===== src/rtl/toggle_mon_pkg.sv =====
// Shared types and sizing helpers for the toggle activity monitor.
package toggle_mon_pkg;

    typedef enum logic [1:0] {
        IDLE,
        PRIME,
        COUNT,
        DRAIN
    } state_t;

    function automatic int idx_w(input int w);
        return (w > 1) ? $clog2(w) : 1;
    endfunction

    function automatic logic [63:0] sat_max(input int cnt_w);
        return (cnt_w >= 64) ? '1 : ((64'd1 << cnt_w) - 64'd1);
    endfunction

endpackage


===== src/rtl/sat_counter.sv =====
// Single saturating up-counter with synchronous reset and clear.
module sat_counter
    import toggle_mon_pkg::*;
#(
    parameter int CNT_W = 16
) (
    input  logic             clk,
    input  logic             rst,
    input  logic             clr,
    input  logic             inc,
    output logic [CNT_W-1:0] count
);

    localparam logic [63:0] MAX64 = sat_max(CNT_W);
    localparam logic [CNT_W-1:0] MAX = MAX64[CNT_W-1:0];

    logic [CNT_W-1:0] r_count;

    always_ff @(posedge clk) begin
        if (rst || clr) begin
            r_count <= '0;
        end else if (inc && (r_count != MAX)) begin
            r_count <= r_count + CNT_W'(1);
        end
    end

    assign count = r_count;

endmodule


===== src/rtl/toggle_activity_monitor.sv =====
// Per-bit toggle counter over a sample window, streamed out one bit per beat.
// Optional macro TOGGLE_MON_ONES_EN adds per-bit ones counts (out_ones).
module toggle_activity_monitor
    import toggle_mon_pkg::*;
#(
    parameter int WIDTH  = 4,
    parameter int CNT_W  = 16,
    parameter int WINDOW = 1024
) (
    input  logic                      clk,
    input  logic                      rst,
    input  logic                      start,
    input  logic                      in_valid,
    input  logic [WIDTH-1:0]          in_data,
    output logic                      busy,
    output logic                      out_valid,
    input  logic                      out_ready,
    output logic [idx_w(WIDTH)-1:0]   out_idx,
    output logic [CNT_W-1:0]          out_toggles,
    output logic                      out_last
`ifdef TOGGLE_MON_ONES_EN
   ,output logic [CNT_W-1:0]          out_ones
`endif
);

    localparam int IW = idx_w(WIDTH);
    localparam int SW = $clog2(WINDOW + 1);
    localparam logic [SW-1:0] LAST_S = SW'(WINDOW - 1);
    localparam logic [IW-1:0] LAST_I = IW'(WIDTH - 1);

    state_t           r_state;
    state_t           w_next;
    logic [WIDTH-1:0] r_prev;
    logic [SW-1:0]    r_samp;
    logic [IW-1:0]    r_idx;

    logic             w_clr;
    logic             w_take;
    logic             w_acc;
    logic             w_hs;
    logic             w_done_s;
    logic             w_done_d;
    logic [CNT_W-1:0] w_tog [WIDTH];
    logic [CNT_W-1:0] w_tsel;

    assign w_clr    = (r_state == IDLE) && start;
    assign w_take   = in_valid && ((r_state == PRIME) || (r_state == COUNT));
    assign w_acc    = in_valid && (r_state == COUNT);
    assign w_hs     = (r_state == DRAIN) && out_ready;
    assign w_done_s = w_acc && (r_samp == LAST_S);
    assign w_done_d = w_hs && (r_idx == LAST_I);

    always_comb begin
        w_next = r_state;
        unique case (r_state)
            IDLE:    if (start)    w_next = PRIME;
            PRIME:   if (in_valid) w_next = COUNT;
            COUNT:   if (w_done_s) w_next = DRAIN;
            DRAIN:   if (w_done_d) w_next = IDLE;
            default: w_next = IDLE;
        endcase
    end

    always_ff @(posedge clk) begin
        if (rst) begin
            r_state <= IDLE;
            r_prev  <= '0;
            r_samp  <= '0;
            r_idx   <= '0;
        end else begin
            r_state <= w_next;
            if (w_take) r_prev <= in_data;
            if (w_clr) begin
                r_samp <= '0;
            end else if (w_acc) begin
                r_samp <= r_samp + SW'(1);
            end
            if (w_hs) r_idx <= w_done_d ? '0 : r_idx + IW'(1);
        end
    end

    for (genvar g = 0; g < WIDTH; g++) begin : g_tog
        sat_counter #(.CNT_W(CNT_W)) u_tog (
            .clk   (clk),
            .rst   (rst),
            .clr   (w_clr),
            .inc   (w_acc && (in_data[g] ^ r_prev[g])),
            .count (w_tog[g])
        );
    end

    always_comb begin
        w_tsel = '0;
        for (int i = 0; i < WIDTH; i++) begin
            if (r_idx == IW'(i)) w_tsel = w_tog[i];
        end
    end

    assign busy        = (r_state != IDLE);
    assign out_valid   = (r_state == DRAIN);
    assign out_idx     = r_idx;
    assign out_toggles = out_valid ? w_tsel : '0;
    assign out_last    = out_valid && (r_idx == LAST_I);

`ifdef TOGGLE_MON_ONES_EN
    logic [CNT_W-1:0] w_one [WIDTH];
    logic [CNT_W-1:0] w_osel;

    // The PRIME sample contributes to ones counts, unlike toggles.
    for (genvar g = 0; g < WIDTH; g++) begin : g_one
        sat_counter #(.CNT_W(CNT_W)) u_one (
            .clk   (clk),
            .rst   (rst),
            .clr   (w_clr),
            .inc   (w_take && in_data[g]),
            .count (w_one[g])
        );
    end

    always_comb begin
        w_osel = '0;
        for (int i = 0; i < WIDTH; i++) begin
            if (r_idx == IW'(i)) w_osel = w_one[i];
        end
    end

    assign out_ones = out_valid ? w_osel : '0;
`endif

endmodule


===== config.mk =====
export PLATFORM = sky130hd
export DESIGN_NAME = toggle_activity_monitor
export DESIGN_NICKNAME = d
export VERILOG_FILES = /design/src/rtl/toggle_mon_pkg.sv /design/src/rtl/sat_counter.sv /design/src/rtl/toggle_activity_monitor.sv
export SDC_FILE = /design/constraint.sdc
export NUM_CORES = 1
export LEC_CHECK = 0
export BUFFER_PORTS_ARGS = -buffer_cell sky130_fd_sc_hd__buf_2
export CORE_MARGIN = 1
export CORE_UTILIZATION = 55
export CTS_BUF_LIST = sky130_fd_sc_hd__clkbuf_4
export DETAILED_ROUTE_END_ITERATION = 16
export GPL_TIMING_DRIVEN = 0
export PLACE_DENSITY = 0.71
export SYNTH_ARGS = -nofsm -noshare
export SYNTH_HDL_FRONTEND = slang
export SYNTH_SLANG_ARGS = --single-unit

===== constraint.sdc =====
create_clock -name clk -period 2.6 [get_ports clk]
set_input_delay 0.13 -clock clk [delete_from_list [all_inputs] [get_ports clk]]
set_output_delay 0.13 -clock clk [all_outputs]
set_load 0.005 [all_outputs]

; ---- Yosys cells after proc, flatten, opt, wreduce, memory -nomap -nowiden
; Cells that the tools add are included.
[totals]
in_bits = 9
elab_cells = 66
ff_bits = 83
out_inout_bits = 21
[classes]
muxes = 11
n_reduce_logical = 22
add_sub_neg = 6
n_eq_ne = 15
bitwise_logic = 4
[op_table]
columns = operator, count
row1 = 16-bit two-way mux, 5
row2 = "16-bit by 1-bit adder with 16-bit output, second input constant", 4
row3 = "16-bit != test, second input constant", 4
row4 = 1-bit logical AND, 15
row5 = "11-bit by 1-bit adder with 11-bit output, second input constant", 1
row6 = "11-bit by 10-bit equality test with 1-bit output, second input constant", 1
row7 = 2-bit two-way mux, 5
row8 = "2-bit equality test, second input constant", 4
row9 = 2-bit case mux with 4 select lines, 1
row10 = "2-bit != test, second input constant", 3
row11 = "2-bit by 1-bit equality test with 1-bit output, second input constant", 2
row12 = 2-bit zero test, 2
row13 = 4-bit AND reduction, 1
row14 = 1-bit bitwise XOR, 4
row15 = "2-bit by 1-bit adder with 2-bit output, second input constant", 1
row16 = 1-bit logical OR, 2
row17 = "2-bit by 1-bit != test with 1-bit output, second input constant", 1
row18 = 2-bit nonzero test, 1
row19 = 2-bit OR reduction, 1

; ---- Longest topological paths before layout
; Gate-level depths: netlist of the first run.
[depth]
word_depth = 6
ltp_mapped = 9
mapped_depth_nobuf = 6

; ---- Cells and area by module
; From an unflattened synthesis of the first run, not the netlist that was laid out.
[hier_totals]
hier_cells = 580
hier_area_um2 = 4879.7
[by_module_without_submodules]
columns = module, instances, seq_area_each_um2, area_per_inst_um2, cells_each
row1 = sat_counter, 4, 320.3, 847.1, 95
row2 = toggle_activity_monitor, 1, 380.4, 1491.4, 200

; ---- Worst setup path before layout of the first run
; No wires, ideal clock.
[synth_timing]
kind = reg2reg
from = reg r_state[0]
to = reg g_tog[1].u_tog.r_count[9]
n_path_buf = 2
stages_incl_launch_ff = 9
t_arrival_ns = 2.008
setup_ns = 0.118
required_ns = 2.482
setup_slack_ns = 0.474
synth_period_minus_slack_ns = 2.126
cell_sequence = dfxtp_1 inv_1 ha_1 buf_6 nand2_4 buf_6 or4b_4 or4b_1 mux2i_1
[synth_between]
elab_chain_len = 4
word_cells_on_any_way = 7
cone_classes = eq/ne: 1 / reduce/logical: 6
[synth_lines]
columns = item, line_no
row1 = from (decl), toggle_activity_monitor.sv:31  ; state_t r_state;
row2 = from (signal assigned), toggle_activity_monitor.sv:71  ; r_state <= w_next;
row3 = 2-bit equality test, toggle_activity_monitor.sv:48  ; assign w_acc = in_valid && (r_state == COUNT);
row4 = 1-bit logical AND, toggle_activity_monitor.sv:48
row5 = 1-bit logical AND, toggle_activity_monitor.sv:87  ; .inc (w_acc && (in_data[g] ^ r_prev[g])),
row6 = 1-bit logical AND, sat_counter.sv:22  ; end else if (inc && (r_count != MAX)) begin
row7 = to (signal assigned), sat_counter.sv:23  ; r_count <= r_count + CNT_W'(1);
row8 = to (decl), sat_counter.sv:17  ; logic [CNT_W-1:0] r_count;
; Parallel ways exist; a longest one is shown, timed or not.
; A chain may end at the register's enable or synchronous reset.

; ---- Worst setup path after layout of the first run
[layout_timing]
from = reg r_idx[1] (netlist: out_idx[1])
to = out out_toggles[3]
[layout_between]
elab_chain_len = 6
word_cells_on_any_way = 9
cone_classes = eq/ne: 3 / mux: 5 / reduce/logical: 1
[layout_lines]
columns = item, line_no
row1 = from (decl), toggle_activity_monitor.sv:35  ; logic [IW-1:0] r_idx;
row2 = from (signal assigned), toggle_activity_monitor.sv:78  ; if (w_hs) r_idx <= w_done_d ? '0 : r_idx + IW'(1);
row3 = 2-bit zero test, toggle_activity_monitor.sv:95  ; if (r_idx == IW'(i)) w_tsel = w_tog[i];
row4 = 16-bit two-way mux (3 in series), toggle_activity_monitor.sv:95
row5 = 16-bit two-way mux (*), toggle_activity_monitor.sv:95
row6 = 16-bit two-way mux (*), toggle_activity_monitor.sv:102  ; assign out_toggles = out_valid ? w_tsel : '0;
row7 = to (decl), toggle_activity_monitor.sv:19  ; output logic [CNT_W-1:0] out_toggles,
; Every way passes the cells marked *; elsewhere a longest branch is shown, timed or not.

==> impl.org, run 1 <==
** Drt
- Routed vias/inst :: 6.45
- Number of detailed-routing iterations run before antenna repair :: 5
- The routed layout has 5100 vias.
- The first routing iteration left 283 violations.
- After detailed routing, the average wire length per cell comes to 17.9 um.
- After detailed routing, the number of remaining DRC violations is 0.
- Antenna violation net count after detailed routing :: 0
- Post-detailed-routing wire length :: 14200 um

** Final layout
- From synthesis to final layout, the design area changed by 10.0%.
- Counting the fill cells in the layout gives 793.
- The repair_antennas step left the layout with diodes totalling 0.
- Area used by multi-input combinational logic :: 0.00321 sq mm
- Across the whole layout, storage elements account for 0.00166 sq mm.
- Cells with a size suffix above 1 make up 9.81% of the layout.
- Number of nets in the layout :: 700
- The finished layout holds 791 standard cells, fillers aside.

** GRT
- Global routing used 30.3% of the available tracks.
- The total overflow left after global routing is 0.
- The via count of the first global-routing pass came to 4649.
- Global-route wire length before repair :: 23200 um
- Antenna violations before repair :: 0
- Entering global routing, the biggest net connects 14 pins.

** Worst setup path
- Measured in cells, the most critical reg-to-reg path has a length of 7.
- Reg-to-reg slack, setup :: 0.16 ns
- Worst Path Class, Setup :: reg -> out
- The critical path starts at out_idx[1]$_SDFFE_PP0N_.
- STA puts the critical path data arrival time at 2.38 ns.
- Setup crit start kind :: flop
- Largest fanout on the critical path :: 10
- Worst Path Required :: 2.47 ns
- Category of the worst setup path capture point :: output port
- The worst register-to-register path ends at g_tog[3].u_tog.count[1]$_SDFFE_PP0P_.
- Origin of the critical flop-to-flop path :: r_state[0]$_SDFFE_PP0P_

** Logic synthesis
- For this run, the number of Yosys warnings is 0.
- The number of nets in the synthesized netlist is 655.
- The synthesized netlist contains 50 unique library cells.
- The cell count after synthesis came out at 633.
- Each instance of the synthesized netlist takes up on average 8.08 sq um.
- Flops & latches, synth :: 83
- Yosys mapped a number of flops with a built-in enable equal to 0.
- Summed instance area of the synthesized netlist :: 0.00512 sq mm
- Summing the sequential cell areas from Yosys gives 32.5% of the chip area.
- Counting flops with an async set or reset pin after synthesis yields a share of 0%.
- Top_reg_cell synth :: dfxtp_1

** Min path
- Worst Hold Launch :: rst
- Hold Path End :: g_tog[1].u_tog.count[15]$_SDFFE_PP0P_
- Tightest Hold Check Type :: in -> reg
- Depth of the worst hold-timing path :: 4

** STA
- Setup violations remaining at the end of the flow were counted as 0.
- For the pin with the worst max-slew slack, the measured transition is 1.12 ns.
- Worst Skew :: 0.0121 ns
- Setup repair after global routing left no endpoint under its margin.
- Final hold viol count :: 0
- Summed over all failing endpoints, the final setup total negative slack is 0 ns.
- Minimum period implied by the final worst setup slack :: 2.51 ns
- Final cycle utilization of the critical path :: 96.5%
- Timing would allow up to 0.399 GHz.
- The worst pin sits at a relative slew slack of 24.9%.
- Final max-slew violation count :: 0

** Floorplanning
- The region available for standard cell placement spans 0.00885 sq mm.
- The floorplan step set the die width to 98.5 um.
- Total number of placement rows :: 34
- Once the floorplan was initialized, standard cells occupied 57.8% of the core.
- The die is 98.5 um tall.
- Count of pins on the block boundary :: 30
- The die covers 0.00969 sq mm.

** CTS
- In this run the deepest clock path goes through 2 buffers.
- The H-tree was split into 3 levels.
- The later pin in the worst-skew pair is clocked with a latency of 0.44 ns.
- Register clock-pin slew on the reported worst setup and hold paths :: 0.13 ns
- TritonCTS built the clock tree.
- Number of buffers created by CTS :: 9
- The tree built by TritonCTS fans out to 83 sinks.
- Clk Tree Root Cell :: clkbuf_4

** Place
- Port Buf Inserts :: 29
- Routability Congestion :: 0.963
- Placed wire-length estimate after detailed placement :: 10500 um
- DP Cell Count :: 770

** Power
- IR drop worst, VDD :: 0.355 mV
- Leakage power :: 1.79 nW
- Power spread over the standard cell area amounts to 509 mW/mm^2.

** Outcome
- The run finished with clean final reports.

** Run
- Max-cap violations in this run came to 0.
[layout by cell type, fill, tap and decap left out, drive strengths merged, types with 17 or more instances in the layout]
cell type / n
or4: 25
clkbuf: 39
dfxtp: 83
nand2: 81
nand2b: 19
mux2i: 25
a211oi: 25
nand4: 24
buf: 37
inv: 27
a21oi: 48
o31ai: 24
nor2: 17
nand3: 29
[cell families (layout without fill, tap and decap cells)]
| family | Yosys count | after routing | share of synthesized area [%] |
|---|---|---|---|
| AOI/OAI and AO/OA | 162 | 162 | 21.7 |
| muxes | 26 | 26 | 5.11 |
| xor gates and xnor gates | 13 | 13 | 2.22 |
| buffers and inverters | 64 | 114 | 5.16 |
| DFF | 83 | 83 | 32.5 |
| adders and majority gates | 13 | 13 | 3.18 |
| and+or+nand+nor | 272 | 272 | 30.1 |
[worst max-delay path: stages (launching register included)]
cell      delay, ns
dfxtp_2        0.40
inv_1          0.07
ha_1           0.23
clkbuf_1       0.19
and3b_1        0.24
a211oi_1       0.06
a211o_1        0.25
a21boi_0       0.31
buf_2          0.19
[how the worst max path moves through the flow]
stage	endpoint	slack (ns)	depth (start not counted)
finish	out_toggles[3]	0.09	8
global route	g_tog[1].u_tog.count[9]$_SDFFE_PP0P_	0.002	7
CTS	out_toggles[7]	0.06	8
detailed placement	g_tog[1].u_tog.count[2]$_SDFFE_PP0P_	0.15	7
global placement	g_tog[1].u_tog.count[2]$_SDFFE_PP0P_	0.14	7
floorplan	g_tog[1].u_tog.count[9]$_SDFFE_PP0P_	0.47	8
[cells in the mapped netlist, drive strengths merged (4+ instances only)]
cell	n	share of area (%)
buf	9	1.1
xnor2	5	0.86
dfxtp	83	32
a211oi	25	3.7
inv	27	2.0
nand2b	19	2.3
or3	9	1.1
ha	13	3.2
nor2	17	1.2
xor2	8	1.4
and3b	16	2.7
o31ai	24	3.5
mux2i	25	4.9
nand3	29	2.8
nor4	12	1.5
nand4	24	2.9
and4	8	1.4
or4	25	3.7
a21oi	48	4.7
o41ai	5	0.86
and2	4	0.49
a21boi	16	2.3
o21a	5	0.73
and3	6	0.73
o21ai	11	1.1
a211o	16	2.7
clkbuf	28	2.1
nor3	11	1.3
nand2	81	6.1
[repair_timing]
| action | in CTS | in global routing |
|---|---|---|
| cloned | 0 | 0 |
| buffers inserted | 0 | 0 |
| hold buffers | 5 | 0 |
| endpoints found under the setup margin | 10 | 21 |
| gates resized for setup | 3 | 14 |
| pin swaps | 0 | 0 |
| hold endpoints to repair | 5 | 0 |
[power by group]
part	leakage [nW]	internal (W)	switching, W	total (W)
logic	1.04	0.000220	0.000439	0.000659
registers	0.670	0.00131	0.0000378	0.00134
clock network	0.0815	0.000393	0.000468	0.000861
total	1.79	0.00192	0.000945	0.00286
[routing by layer]
metal  up-vias  track usage, %  routed length [um]
met3        25            5.74                 749
met5         -               0                   0
met4         0            9.76                 318
met2       175            51.7                6740
li1       2482               -                   -
met1      2418            38.6                6370
[cell type report]
cell class	count	area share (%)
timing repair buffer	34	3.47
clock buffer	10	1.33
clock inverter	6	1.42
buffer	37	3.07
inverter	27	1.80
tap	108	2.40
multi-input combinational	486	57.0
sequential	83	29.6
[registers in the layout, summed over array words and instances (netlist names)]
signal and cells:
out_idx 2, r_samp 11, g_tog.u_tog.count 64, r_state 2, r_prev 4
[through the flow]
step                utilization, %  total power [W]  worst slack (ns)  hold WS, ns  instance area, sq um
CTS                           63.3          0.00286            0.0627       0.0668                  5610
global placement              61.0          0.00199             0.144        0.406                  5400
floorplan                        -          0.00180             0.474        0.277                  5120
global route                  63.6          0.00298           0.00236       0.0934                  5630
finish                        63.6          0.00286            0.0920       0.0778                  5630
detailed placement            61.0          0.00200             0.151        0.414                  5400
(Power assumes the default switching activity.)
==> run 2, diff against run 1 <==
==> constraint.sdc (replaced) <==
create_clock -name clk -period 2.6 [get_ports clk]
set_input_delay 0.13 -clock clk [delete_from_list [all_inputs] [get_ports clk]]
set_output_delay 0.13 -clock clk [all_outputs]
set_load 0.01 [all_outputs]
==> run 2 against run 1 <==
Non-clock buffer count did not move. Register-to-register slack barely moved. Flip-flop and latch count did not move. Power barely moved. Cell count did not move. Clock power fell by 0.7%. Critical path depth did not move. Sequential power barely moved. Die area did not move. Combinational power rose by 0.6%. Via count fell by 0.41%. Clock skew rose by 0.0045 ns. Largest cell class unchanged.
==> impl.org, run 2 (synthesis results as in run 1) <==
** STA
- The accumulated negative setup slack came to 0 ns (unchanged).
- The number of endpoints with negative hold slack in the final report is 0 (unchanged).
- The number of pins exceeding their max-slew limit in the final report is 0 (unchanged).
- Final cycle utilization of the critical path :: 98.5% (+2.1 points)
- Transition at the pin with the smallest max-transition slack :: 1.12 ns (+0.00532 ns)
- Worst slew slack as a fraction of its limit :: 24.5% (-0.36 points)
- Worst Skew :: 0.0166 ns (+0.00450 ns)
- Highest achievable clock rate :: 0.390 GHz (-2.1%)
- Minimum period implied by the final worst setup slack :: 2.56 ns (+0.0533 ns)
- The worst-case hold slack came to 0.0841 ns (+0.00633 ns).
- Number of failing setup endpoints in the final timing report :: 0 (unchanged)
- Setup repair after global routing could not meet its margin everywhere.
- Setup slack after layout :: 0.0386 ns (-0.0533 ns)

** CTS
- The clock net sink count was 83 (unchanged).
- CTS tree :: built
- Number of buffers created by CTS :: 9 (unchanged)
- Register clock-pin slew on the reported worst setup and hold paths :: 0.13 ns (about the same)
- Clk Latency, worst-skew pair :: 0.45 ns (about the same)
- The number of levels the H-tree was split into came to 3 (unchanged).
- Number of setup buffers added after CTS :: 0 (unchanged)
- In this run the clock root is driven by a clkbuf_4.
- The maximum buffer depth of the clock tree came to 2 (unchanged).

** Final layout
- Leaving out fill and tap cells, the most frequent cell in the layout is dfxtp_1.
- The share of final-layout standard cells stronger than drive strength 1 is 9.81% (unchanged).
- The number of nets in the final layout came to 700 (unchanged).
- Leaving out fill and tap cells, the most frequent cells in the layout are dfxtp_1, nand2_1, a21oi_1, buf_2, nand3_1.
- The count of filler cells inserted in the layout was 793 (unchanged).
- Layout overhead on the synthesized area :: 10.0% (unchanged)
- The number of flip-flops in the largest register was 64 (unchanged).
- Final Core Density :: 63.6% (unchanged)
- The antenna diode count was 0 (unchanged).

** GRT
- Antenna violations before repair :: 0 (unchanged)
- The wire length of the first global-routing pass was 23200 um (unchanged).
- The via count of the first global-routing pass was 4649 (unchanged).
- Met3 demand-to-capacity share in global routing :: 5.74% (unchanged)
- Maximum number of pins on one net before global-route repair :: 14 (unchanged)
- Met2 usage in global routing :: 51.7% (unchanged)
- Routing layer with the top usage in global route :: met2
- Overflow left after global routing :: 0 (unchanged)
- All-Layer GR Usage :: 30.3% (unchanged)
- The global-route track usage on met1 was 38.6% (unchanged).

** Worst setup path
- The slowest stage of the critical path is the a211oi_1 cell.
- In this run the critical register-to-register path is launched from r_state[0]$_SDFFE_PP0P_.
- Chain of cells forming the critical path :: inv_1 > ha_1 > clkbuf_2 > clkbuf_4 > a211oi_1 > a211o_1 > a21boi_0 > buf_2
- The worst reg2reg path depth was 7 (unchanged).
- The biggest cell delay along the critical path is 0.48 ns (+0.08 ns).
- Worst path arrival time :: 2.43 ns (+0.05 ns)
- The worst setup path is launched from a flop.
- Worst Path Class, Setup :: reg -> out
- The worst register-to-register path ends at g_tog[3].u_tog.count[1]$_SDFFE_PP0P_.
- The worst setup slack for register-to-register paths came to 0.17 ns (about the same).
- STA classifies the critical path endpoint as an output port.
- The endpoint required time on the critical path was 2.47 ns (about the same).
- The maximum net fanout on the critical path was 10 (unchanged).

** Place
- The number of input and output port buffers inserted was 29 (unchanged).
- Placed wire-length estimate after detailed placement :: 10500 um (unchanged)
- Minimum setup slack after placement :: 0.151 ns (unchanged)
- Routability Congestion :: 0.963 (unchanged)

** Drt
- The total length of routed wires was 14100 um (-0.33%).
- The remaining antenna violation count after routing came to 0 (unchanged).
- Number of detailed-routing iterations run before antenna repair :: 5 (unchanged)
- The wire length per cell after detailed routing was 17.9 um (-0.33%).
- DRC Markers :: 0 (unchanged)
- The per-cell via count in the routed design came to 6.42 (-0.41%).
- The via count came to 5079 (-0.41%).
- Initial DRC Count :: 302 (+6.7%)

** Min path
- In this run the most critical hold path is launched from rst.
- In this run the worst hold path is classified as in -> reg.
- For hold timing, the worst endpoint is g_tog[1].u_tog.count[15]$_SDFFE_PP0P_.
- The hold-critical path depth came to 4 (unchanged).

** Power
- Leakage power :: 1.79 nW (unchanged)
- The power per cell area was 508 mW/mm^2 (about the same).
- IR drop worst, VDD :: 0.356 mV (+0.26%)

** Floorplanning
- Starting Density :: 57.8% (unchanged)
- Y dimension of the die :: 98.5 um (unchanged)
- Chip Width :: 98.5 um (unchanged)
- Total number of placement rows :: 34 (unchanged)
- Core Area :: 0.00885 sq mm (unchanged)
- The count of pins on the block boundary was 30 (unchanged).
- Total die area :: 0.00969 sq mm (unchanged)

** Run
- The reported max-cap violation count came to 0 (unchanged).

** Outcome
- Status :: finished, final reports clean
## run 2: cell counts in the layout (fill, tap and decap cells not counted)
No cell type changed its count.
## run 2: what timing repair did
action | CTS | global route
hold buffers | 5 | 0
pin swaps | 0 | 0
endpoints found under the hold margin | 5 | 0
resized for setup | 3 | 14
endpoints found under the setup margin | 10 | 22
## run 2: worst max path at each step
stage | from | endpoint | cells past startpoint
after floorplan | r_state[0]$_SDFFE_PP0P_ | g_tog[1].u_tog.count[9]$_SDFFE_PP0P_ | 8
after global placement | r_state[0]$_SDFFE_PP0P_ | g_tog[1].u_tog.count[2]$_SDFFE_PP0P_ | 7
after detailed placement | r_state[0]$_SDFFE_PP0P_ | g_tog[1].u_tog.count[2]$_SDFFE_PP0P_ | 7
after CTS | out_idx[1]$_SDFFE_PP0N_ | out_toggles[7] | 8
after global routing | out_idx[1]$_SDFFE_PP0N_ | out_toggles[6] | 8
final | out_idx[1]$_SDFFE_PP0N_ | out_toggles[6] | 8
## run 2: worst max-delay path, delay by kind of cell (launching register included)
kind / cells / cell delay, ns
buffers and inverters: 4 / 0.64
AOI/OAI and AO/OA: 3 / 0.72
DFF: 1 / 0.40
adders and majority gates: 1 / 0.23
## run 2: area by class of cell
cell class / count / area (sq um) / share of cell area, %
Tap cell: 108 / 135 / 2.40
Buffer: 37 / 173 / 3.07
Inverter: 27 / 101 / 1.80
Sequential cell: 83 / 1660 / 29.6
Clock buffer: 10 / 75.1 / 1.33
Clock inverter: 6 / 80.1 / 1.42
Multi-Input combinational cell: 486 / 3210 / 57.0
Timing Repair Buffer: 34 / 195 / 3.47
## run 2: power breakdown
part	internal, W	switching (W)
registers	0.00131	0.0000382
clock network	0.000393	0.000462
logic	0.000220	0.000444
total	0.00192	0.000944
## run 2: stage by stage
step | instances | instance area [sq um] | power, W
after floorplan | 633 | 5120 | 0.00181
after global placement | 770 | 5400 | 0.00199
after detailed placement | 770 | 5400 | 0.00201
after CTS | 791 | 5610 | 0.00286
after global routing | 791 | 5630 | 0.00299
final | 791 | 5630 | 0.00286
## run 2: metal layers
layer	share of wire [%]	wire length [um]	up-vias
li1	-	-	2480
met1	45	6290	2408
met2	48	6720	162
met3	5.5	775	29
met4	2.4	346	0
met5	0	0	-
==> run 3, diff against run 2 <==
--- a/config.mk
+++ b/config.mk
@@ -6,12 +6,15 @@
 export NUM_CORES = 1
 export LEC_CHECK = 0
 export BUFFER_PORTS_ARGS = -buffer_cell sky130_fd_sc_hd__buf_2
+export CELL_PAD_IN_SITES_DETAIL_PLACEMENT = 1
+export CELL_PAD_IN_SITES_GLOBAL_PLACEMENT = 2
 export CORE_MARGIN = 1
-export CORE_UTILIZATION = 55
+export CORE_UTILIZATION = 38
 export CTS_BUF_LIST = sky130_fd_sc_hd__clkbuf_4
 export DETAILED_ROUTE_END_ITERATION = 16
 export GPL_TIMING_DRIVEN = 0
-export PLACE_DENSITY = 0.71
+export HOLD_SLACK_MARGIN = 0.15
+export PLACE_DENSITY = 0.8
 export SYNTH_ARGS = -nofsm -noshare
 export SYNTH_HDL_FRONTEND = slang
 export SYNTH_SLANG_ARGS = --single-unit
==> run 3 against run 2 <==
Routed wire length up 21%. Global-route usage down 5.2 points. Critical endpoint is now out_toggles[7]. First-iteration DRC count down 14%. Largest cell class unchanged. Die area up 44%.
==> impl.org, run 3 (synthesis results as in run 1) <==
** GRT
- The met2 layer usage reported by global route is 42.9% (-8.9 points).
- Routing layer with the top usage in global route :: met2
- Via count of the first global-routing pass :: 5034 (+8.3%)
- The met3 routing resource usage after global routing was 5.09% (-0.66 points).
- Global-route wire length before repair :: 27300 um (+17%)
- Overflow left after global routing :: 0 (unchanged)
- The total routing usage reported by global routing is 25.1% (-5.2 points).
- The initial antenna violation count came to 1 (+1).
- The largest net degree at the start of global routing came to 15 (+1).
- Global routing met1 resource utilization :: 31.7% (-6.9 points)

** Floorplanning
- Chip Width :: 118 um (+20%)
- Starting Density :: 38.8% (-19 points)
- Core Area :: 0.0132 sq mm (+49%)
- The row count was 42 (+24%).
- The count of pins on the block boundary came to 30 (unchanged).
- The height of the die was 118 um (+20%).
- The total die area came to 0.0139 sq mm (+44%).

** Min path
- The hold-critical path depth is 4 (unchanged).
- The worst hold path belongs to the class in -> reg.

** CTS
- Clk Tree Root Cell :: clkbuf_4
- The number of buffers created by CTS was 9 (unchanged).
- CTS tree :: built
- Register clock-pin slew on the reported worst setup and hold paths :: 0.14 ns (about the same)
- Count of H-tree levels built during CTS :: 3 (unchanged)
- The maximum buffer depth of the clock tree is 2 (unchanged).
- The clock network latency to the later pin of the worst-skew pair was 0.52 ns (+0.07 ns).
- The clock net sink count was 83 (unchanged).

** Final layout
- The share of final-layout standard cells stronger than drive strength 1 is 11.3% (+1.5 points).
- Relative to the synthesized area, the layout overhead comes to 14.5%.
- The number of flip-flops in the largest register was 64 (unchanged).
- The post-layout instance area is 0.00586 sq mm (+4.1%).
- The final cell count without fillers is 868 (+9.7%).
- Number of nets in the layout :: 708 (+1.1%)
- The top cell types in the final layout, fill and taps aside, are dfxtp_1, nand2_1, a21oi_1, buf_2, nand3_1.
- Leading cell type in the layout, fill and taps excluded :: dfxtp_1

** Worst setup path
- On the critical path, the stage with the largest delay is an instance of dfxtp_2.
- Worst Path Class, Setup :: reg -> out
- The data arrival time at the worst-slack endpoint was 2.33 ns (-0.10 ns).
- The biggest cell delay along the critical path came to 0.38 ns (-0.10 ns).
- Largest fanout on the critical path :: 10 (unchanged)
- Worst Path Required :: 2.47 ns (about the same)
- Walking the worst path, the cells encountered are inv_1 > ha_1 > clkbuf_2 > and3b_1 > a211oi_2 > a211o_1 > a21boi_0 > buf_2.
- The worst setup path is captured at an output port.
- Depth of the most critical reg-to-reg path :: 9 (+2)
- The worst setup path is launched from a flop.

** Run
- Number of maximum-capacitance constraint violations :: 0 (unchanged)

** Place
- Routability Congestion :: 0.807 (-16%)
- The instance area at placement is 0.00548 sq mm (+1.6%).
- DP Cell Count :: 838 (+8.8%)
- The minimum setup slack after placement is -0.0267 ns (-0.178 ns).
- The number of input and output port buffers inserted was 29 (unchanged).
- The HPWL after detailed placement is 12600 um (+20%).

** STA
- Highest achievable clock rate :: 0.406 GHz (+3.9%)
- The clock skew was 0.0147 ns (-0.00190 ns).
- Number of failing setup endpoints in the final timing report :: 0 (unchanged)
- Total Negative Setup Slacks :: 0 ns (unchanged)
- Final cycle utilization of the critical path :: 94.8% (-3.7 points)
- Minimum period implied by the final worst setup slack :: 2.46 ns (-0.0970 ns)
- The worst setup slack after layout was 0.136 ns (+0.0970 ns).
- Setup repair after global routing could not meet its margin everywhere.
- The number of endpoints with negative hold slack in the final report is 0 (unchanged).
- Transition at the pin with the smallest max-transition slack :: 1.17 ns (+0.0462 ns)
- The relative max-transition margin is 21.4% (-3.1 points).
- The number of pins exceeding their max-slew limit in the final report is 0 (unchanged).

** Drt
- Post-detailed-routing wire length :: 17000 um (+21%)
- Number of detailed-routing iterations run before antenna repair :: 4 (-1)
- The per-cell via count in the routed design was 5.88 (-8.5%).
- The wire length per cell after detailed routing came to 19.6 um (+9.9%).
- The starting DRC count in detailed routing came to 260 (-14%).
- The remaining antenna violation count after routing came to 0 (unchanged).
- Routed vias :: 5100 (+0.41%)
- DRC Markers :: 0 (unchanged)

** Power
- Leakage power :: 1.85 nW (+3.2%)
- The worst-case vdd ir drop is 0.335 mV (-5.8%).
- The power per cell area was 525 mW/mm^2 (+3.2%).

** Outcome
- Status :: finished, final reports clean
## run 3: critical path, delay by kind of cell, from the launching register on
family / cells / cell delay, ns
AOI/OAI and AO/OA: 3 / 0.52
buffers and inverters: 3 / 0.47
DFF: 1 / 0.38
adders and majority gates: 1 / 0.25
and+or+nand+nor: 1 / 0.21
## run 3: final cells by class
class	instances	area, sq um
fillers	1620	7330
multi-input cells	486	3230
flip-flops and latches	83	1660
inverters	27	101
diodes	1	2.50
clock buffers	9	67.6
repair buffers	42	275
plain buffers	37	181
well taps	176	220
clock inverters	7	116
## run 3: metrics by stage
step / util [%] / hold slack [ns] / power (W)
global placement: 41.6 / 0.408 / 0.00203
global route: 44.4 / 0.481 / 0.00322
finish: 44.4 / 0.438 / 0.00307
detailed placement: 41.6 / 0.423 / 0.00205
CTS: 44.0 / 0.440 / 0.00309
floorplan: - / 0.277 / 0.00181
## run 3: repair_timing
item,in CTS,in global routing
setup endpoints to repair,14,31
hold buffers,13,0
buffers inserted,0,0
resized for setup,8,27
pin swaps,0,0
endpoints found under the hold margin,11,0
## run 3: per-layer routing
metal,routed length [um],vias to the layer above
li1,-,2501
met1,7780,2511
met2,8420,70
met3,521,18
met4,316,0
met5,0,-
## run 3: worst paths after layout
check                          start                               endpoint  slack [ns]
min                        out_ready                out_idx[1]$_SDFFE_PP0N_        0.44
max reg2reg  r_state[0]$_SDFFE_PP0P_  g_tog[3].u_tog.count[15]$_SDFFE_PP0P_        0.17
max          out_idx[0]$_SDFFE_PP0N_                         out_toggles[7]        0.14
min reg2reg  r_samp[10]$_SDFFE_PP0P_                r_samp[10]$_SDFFE_PP0P_        0.49
## run 3: report_power, final
group	switching, W	total [W]	internal [W]
Sequential	0.0000363	0.00134	0.00131
Clock	0.000520	0.00100	0.000483
Combinational	0.000480	0.000728	0.000248
